`src/rtl/window_linebuffer_pkg.sv`:
```
// Shared types and window geometry for the sliding-window generator.
package window_linebuffer_pkg;

   localparam int unsigned PIX_W    = 7;
   localparam int unsigned WIN_ROWS = 8;
   localparam int unsigned WIN_COLS = 10;
   localparam int unsigned FEAT_N   = 81;
   localparam int unsigned CNT_W    = 5;

   typedef logic [PIX_W-1:0]   pixel_t;
   typedef pixel_t [FEAT_N-1:0] feat_array_t;

   // Feature slot of window pixel (r,c); slot 0 is the bias slot.
   function automatic int unsigned feat_idx(input int unsigned r, input int unsigned c);
      return 1 + r * WIN_COLS + c;
   endfunction

endpackage

```
`src/rtl/window_linebuffer_line_delay.sv`:
```
// One image line of delay: output is the pixel accepted DEPTH enables earlier.
module window_linebuffer_line_delay
   import window_linebuffer_pkg::*;
#(
   parameter int unsigned DEPTH = 28
) (
   input  logic   clk,
   input  logic   rst_n,
   input  logic   en,
   input  pixel_t din,
   output pixel_t dout
);

   pixel_t [DEPTH-1:0] mem_q;
   pixel_t [DEPTH-1:0] mem_d;

   // Shift one position per accepted pixel.
   always_comb begin
      mem_d = mem_q;
      if (en) begin
         mem_d = {mem_q[DEPTH-2:0], din};
      end
   end

   // Delay-line storage.
   always_ff @(posedge clk or negedge rst_n) begin
      if (!rst_n) begin
         mem_q <= '0;
      end else begin
         mem_q <= mem_d;
      end
   end

   assign dout = mem_q[DEPTH-1];

endmodule

```
`src/rtl/window_linebuffer.sv`:
```
// Streaming WIN_ROWS x WIN_COLS sliding-window generator over a raster pixel stream.
module window_linebuffer
   import window_linebuffer_pkg::*;
#(
   parameter int unsigned IMG_W = 28,
   parameter int unsigned IMG_H = 28
) (
   input  logic             clk,
   input  logic             rst_n,
   input  pixel_t           pix_in,
   input  logic             pix_valid,
   input  logic             sof,
   output feat_array_t      xarray,
   output logic             win_valid,
   output logic [CNT_W-1:0] win_row,
   output logic [CNT_W-1:0] win_col
);

   logic [CNT_W-1:0] col_q, col_d;
   logic [CNT_W-1:0] row_q, row_d;
   logic [CNT_W-1:0] cur_col_c, cur_row_c;
   logic             win_valid_q, win_valid_d;
   logic [CNT_W-1:0] win_row_q, win_row_d;
   logic [CNT_W-1:0] win_col_q, win_col_d;

   pixel_t [WIN_ROWS-1:0][WIN_COLS-1:0] win_q, win_d;

   // tap[k] = same column, k lines earlier; tap[0] is the live pixel.
   pixel_t tap [WIN_ROWS];

   assign tap[0] = pix_in;

   for (genvar k = 0; k < WIN_ROWS - 1; k++) begin : g_delay
      window_linebuffer_line_delay #(
         .DEPTH (IMG_W)
      ) u_delay (
         .clk   (clk),
         .rst_n (rst_n),
         .en    (pix_valid),
         .din   (tap[k]),
         .dout  (tap[k+1])
      );
   end

   // Position of the incoming pixel; sof forces it to (0,0).
   always_comb begin
      cur_col_c = sof ? '0 : col_q;
      cur_row_c = sof ? '0 : row_q;
   end

   // Raster counters and window-valid decision.
   always_comb begin
      col_d       = col_q;
      row_d       = row_q;
      win_valid_d = 1'b0;
      win_row_d   = win_row_q;
      win_col_d   = win_col_q;
      if (pix_valid) begin
         if (cur_col_c == CNT_W'(IMG_W - 1)) begin
            col_d = '0;
            row_d = (cur_row_c == CNT_W'(IMG_H - 1)) ? '0 : cur_row_c + CNT_W'(1);
         end else begin
            col_d = cur_col_c + CNT_W'(1);
            row_d = cur_row_c;
         end
         if ((cur_row_c >= CNT_W'(WIN_ROWS - 1)) && (cur_col_c >= CNT_W'(WIN_COLS - 1))) begin
            win_valid_d = 1'b1;
            win_row_d   = cur_row_c - CNT_W'(WIN_ROWS - 1);
            win_col_d   = cur_col_c - CNT_W'(WIN_COLS - 1);
         end
      end
   end

   // Window shift: rows move left, new right column comes from the line taps.
   always_comb begin
      win_d = win_q;
      if (pix_valid) begin
         for (int unsigned r = 0; r < WIN_ROWS; r++) begin
            for (int unsigned c = 0; c < WIN_COLS - 1; c++) begin
               win_d[r][c] = win_q[r][c+1];
            end
            win_d[r][WIN_COLS-1] = tap[WIN_ROWS-1-r];
         end
      end
   end

   // State registers.
   always_ff @(posedge clk or negedge rst_n) begin
      if (!rst_n) begin
         col_q       <= '0;
         row_q       <= '0;
         win_valid_q <= 1'b0;
         win_row_q   <= '0;
         win_col_q   <= '0;
         win_q       <= '0;
      end else begin
         col_q       <= col_d;
         row_q       <= row_d;
         win_valid_q <= win_valid_d;
         win_row_q   <= win_row_d;
         win_col_q   <= win_col_d;
         win_q       <= win_d;
      end
   end

   // Flatten the window registers into the feature array; bias slot stays 0.
   always_comb begin
      xarray = '0;
      for (int unsigned r = 0; r < WIN_ROWS; r++) begin
         for (int unsigned c = 0; c < WIN_COLS; c++) begin
            xarray[feat_idx(r, c)] = win_q[r][c];
         end
      end
   end

   assign win_valid = win_valid_q;
   assign win_row   = win_row_q;
   assign win_col   = win_col_q;

endmodule
```
`config.mk`:
```
export PLATFORM = sky130hd
export DESIGN_NAME = window_linebuffer
export DESIGN_NICKNAME = d
export VERILOG_FILES = /design/src/rtl/window_linebuffer_pkg.sv /design/src/rtl/window_linebuffer_line_delay.sv /design/src/rtl/window_linebuffer.sv
export SDC_FILE = /design/constraint.sdc
export NUM_CORES = 1
export LEC_CHECK = 0
export BUFFER_PORTS_ARGS = -buffer_cell sky130_fd_sc_hd__clkbuf_2
export CORE_MARGIN = 2
export CORE_UTILIZATION = 41
export DETAILED_ROUTE_END_ITERATION = 7
export HOLD_SLACK_MARGIN = 0.12
export PLACE_DENSITY = 0.57
export SKIP_LAST_GASP = 1
export SLEW_MARGIN = 20
export SYNTH_ARGS = -nofsm -noshare
export SYNTH_HDL_FRONTEND = slang
export SYNTH_SLANG_ARGS = --single-unit
```
`constraint.sdc`:
```
create_clock -name clk -period 1.95 [get_ports clk]
set_input_delay 0.2925 -clock clk [delete_from_list [all_inputs] [get_ports clk]]
set_output_delay 0.2925 -clock clk [all_outputs]
set_load 0.02 [all_outputs]
```
==> summary by stage <==
Synthesis
The library cell with the largest summed area after synthesis is sky130_fd_sc_hd__dfrtp_1. For this run, the register share of the synthesized area comes to 0.631. The mean post-synth cell area is 15.9 um^2. For this run, asynchronously set or reset flops after synthesis account for 1.00. The number of enable flip-flop cells after synthesis is 0. The distinct cell type count of the synthesized netlist is 38. In the synthesized netlist the dominant register cell turns out to be sky130_fd_sc_hd__dfrtp_1.

By count the netlist is led by sky130_fd_sc_hd__dfrtp_1 (1463), sky130_fd_sc_hd__mux2_2 (1444), sky130_fd_sc_hd__buf_4 (497). The most frequent cell after synthesis is sky130_fd_sc_hd__dfrtp_1. By area the synthesized netlist is led by sky130_fd_sc_hd__dfrtp_1 (63%), sky130_fd_sc_hd__mux2_2 (28%), sky130_fd_sc_hd__buf_4 (6.4%).

For this run, the number of Yosys warnings is 0. The count of mapped cells out of synthesis is 3652. The fraction of post-synthesis cell area in the top cell type by area is 0.631.

The post-synthesis sequential element count is 1463. The post-synthesis instance area is 0.0581 mm^2.

Setup path
At the worst endpoint, the arrival time is 1.58 ns. For this run, the slowest stage of the critical path takes 0.58 ns. The category of the critical setup timing path is reg2out. The reg-to-reg startpoint is row_q[0]$_DFFE_PN0P_. The source of the critical timing path is g_delay[3].u_delay.mem_q[14]$_DFFE_PN0P_. The reg-to-reg setup timing slack is 0.09 ns. The endpoint type of the worst setup path is a primary output. The worst path required time is 1.66 ns. The number of buffer and inverter instances along the worst setup path is 1.

The category of the worst setup path launch point is a flip-flop. The critical path's top delay family is flip-flops. The slowest cell on the critical path is sky130_fd_sc_hd__dfrtp_1. The worst register-to-register path ends at win_row[1]$_DFFE_PN0P_. The worst register-to-register path has a depth of 7.

The maximum fanout along the worst path is 4. The signal on the critical path passes through clkbuf_2.

Floorplan
For this design the top-level I/O count stands at 589. The standard cell core area is 0.141 mm^2. The horizontal die dimension is 380 um.

The initialized floorplan defines 138 standard-cell rows. The overall die area is 0.145 mm^2. For this configuration, the core starts out at a cell density of 0.412.

The die is 380 um tall.

Finish
For this run, the post-layout net count is 3901. The share of final-layout standard cells stronger than drive strength 1 is 0.606. The area added between synthesis and finish is 13.8%.

Routing
The detailed router's first-iteration violation count is 1165. The routed wire length on met3 is 6520 um. Summed over all nets, wire length on met2 after detailed routing comes to 48100 um. The wire length per cell is 17.4 um. The first detailed-routing pass ran for 4 iterations. The number of DRC violations after detailed routing is 0. The number of vias per cell is 4.74. The routed layout has 28.0k vias. Wires add up to 103000 um. The met1 wire length is 45700 um. In this run the remaining antenna-violating nets after routing total 0.

The uppermost metal layer occupied by signal nets is met4.

STA
The least setup slack across all paths after layout is 0.0814 ns. Setup repair after global routing could not meet its margin everywhere. For the final database, setup skew stands at 0.0371 ns. The max-slew violation count was 0. The clock period could shrink to 1.87 ns. Based on the critical path, the design can be clocked at up to 0.535 GHz. The setup TNS after final layout is 0 ns. The transition at the pin with the smallest max-transition slack is 0.637 ns. The number of failing hold endpoints at the final stage is 0. The post-route fraction of the period consumed by the critical path is 0.958. Setup violations remaining at the end of the flow were counted as 0.

The worst pin sits at a relative slew slack of 0.575.

Clock tree
Clock tree synthesis selected as its root buffer the cell sky130_fd_sc_hd__clkbuf_16. After clock tree synthesis, the clock-pin slew on the worst setup and hold paths is 0.06 ns. The longest clock path from root to sink contains 3 buffers.

Buffers inserted during clock tree synthesis total 160. In this run the number of H-tree levels came out at 4. At the later pin of the worst-skew pair, clock insertion delay measures 0.76 ns. The CTS tree is built. The clock net in this run drives a total of 1463 sinks.

Power
For this design the static power due to leakage is 34.4 nW. The proportion of power drawn by flip-flops and latches is 0.484. The cell internal power dissipation is 52.9 mW. The peak supply drop is 0.878 mV.

For this design the total switching power over the nets is 16.4 mW. Of the total power, the share spent switching nets is 0.236. The part of the total power dissipated in the clock network is 0.432.

Of the total power, combinational logic draws 0.084. For this design the ratio of total power to cell area is 1050 mW/mm^2.

Hold path
The min-delay analysis places its worst path in the category in2async.

Placed design
The count of input and output buffers is 581. The post-place setup slack is 0.0126 ns. The post-DP HPWL is 69000 um. The final weighted congestion in routability-driven placement is 0.797.

Global routing
Entering global routing, the biggest net connects 105 pins. The via count of the first global-routing pass is 29.1k. In the global route stage, overall resource usage came out at 0.143.

The first global-routing pass estimated 167000 um of wire. The total overflow left after global routing is 0. The initial antenna violation count is 0.

Status
The flow ran to the end, and the final reports show no timing, DRC or antenna violations.

Run
Across the run, the number of max-cap violations was 0.
[power groups by stage]
stage	Clock [mW]	Sequential, mW	Combinational [mW]
floorplan	0	33.7	4.53
global placement	0	34.0	5.84
CTS	31.1	33.5	5.95
global route	32.4	33.8	6.35
detailed placement	0	34.1	5.89
finish	29.9	33.5	5.82
[metal layers]
metal  global-route usage  vias up
met4               0.0486        0
met2                0.223      593
met5                    0        -
met1                0.191    14500
li1                     -    12700
met3               0.0429      176
[worst min-delay path, stage by stage]
cell	delay [ns]
sky130_fd_sc_hd__dlygate4sd3_1	0.58
sky130_fd_sc_hd__buf_12	0.26
sky130_fd_sc_hd__buf_12	0.23
[worst max-delay path by stage]
stage	to	slack [ns]	cells after the start
2_1_floorplan	win_col[0]$_DFFE_PN0P_	-0.09	10
3_3_place_gp	win_row[3]$_DFFE_PN0P_	0.01	7
3_5_place_dp	win_col[0]$_DFFE_PN0P_	0.01	7
4_1_cts	xarray[338]	0.008	1
5_1_grt	win_row[1]$_DFFE_PN0P_	-0.06	5
6_report	xarray[336]	0.08	1
[repair_timing]
item                       in CTS  in global routing
setup buffers                   0                  1
hold endpoints to repair     1476                  0
setup endpoints to repair       0                 15
resized for setup               0                  4
hold buffers                   12                  0
[registers in the layout, summed over array words and instances, names as in the netlist]
name	count
col_q	5
g_delay.u_delay.dout	49
g_delay.u_delay.mem_q	1302
row_q	5
win_col	5
win_row	5
win_valid	1
xarray	91
[final cells by class]
cell class                      instances  area [um^2]
Sequential cell                      1463        36600
Fill cell                           12500        75000
Clock buffer                          243         4780
Timing Repair Buffer                  729         4830
Tap cell                             1890         2360
Multi-Input combinational cell       1522        16900
Clock inverter                         41          546
Inverter                               10         37.5
Antenna cell                            4         10.0
[layout by cell type, fill, tap and decap left out, drive strengths merged, types with 4 or more instances in the layout]
| master | instances |
|---|---|
| mux2 | 1452 |
| buf | 139 |
| o22ai | 4 |
| clkbuf | 822 |
| xnor2 | 6 |
| dlygate4sd3 | 11 |
| conb | 7 |
| clkinv | 25 |
| ha | 4 |
| clkinvlp | 4 |
| bufinv | 6 |
| diode | 4 |
| dfrtp | 1463 |
| a21oi | 5 |
| inv | 16 |
| nand2 | 5 |
[through the flow]
stage	area [um^2]	hold slack [ns]	std cells	util	total power [mW]
after floorplan	58100	-0.00309	3658	-	38.2
after global placement	60600	0.215	5600	0.430	39.8
after detailed placement	60600	0.211	5600	0.430	40.0
after CTS	66000	0.218	5896	0.468	70.6
after global routing	66100	0.249	5898	0.468	72.6
final	66100	0.261	5902	0.468	69.2
[cell families after synthesis]
| logic type | share of synthesized area |
|---|---|
| compound gates | 0.00267 |
| xor+xnor | 0.000905 |
| fa+ha+maj | 0.000862 |
| buf+inv | 0.0793 |
| flops | 0.631 |
| mux | 0.283 |
| other cells | 0.0000646 |
| simple gates | 0.00306 |
Note: power is estimated with default switching activity, not from simulation.
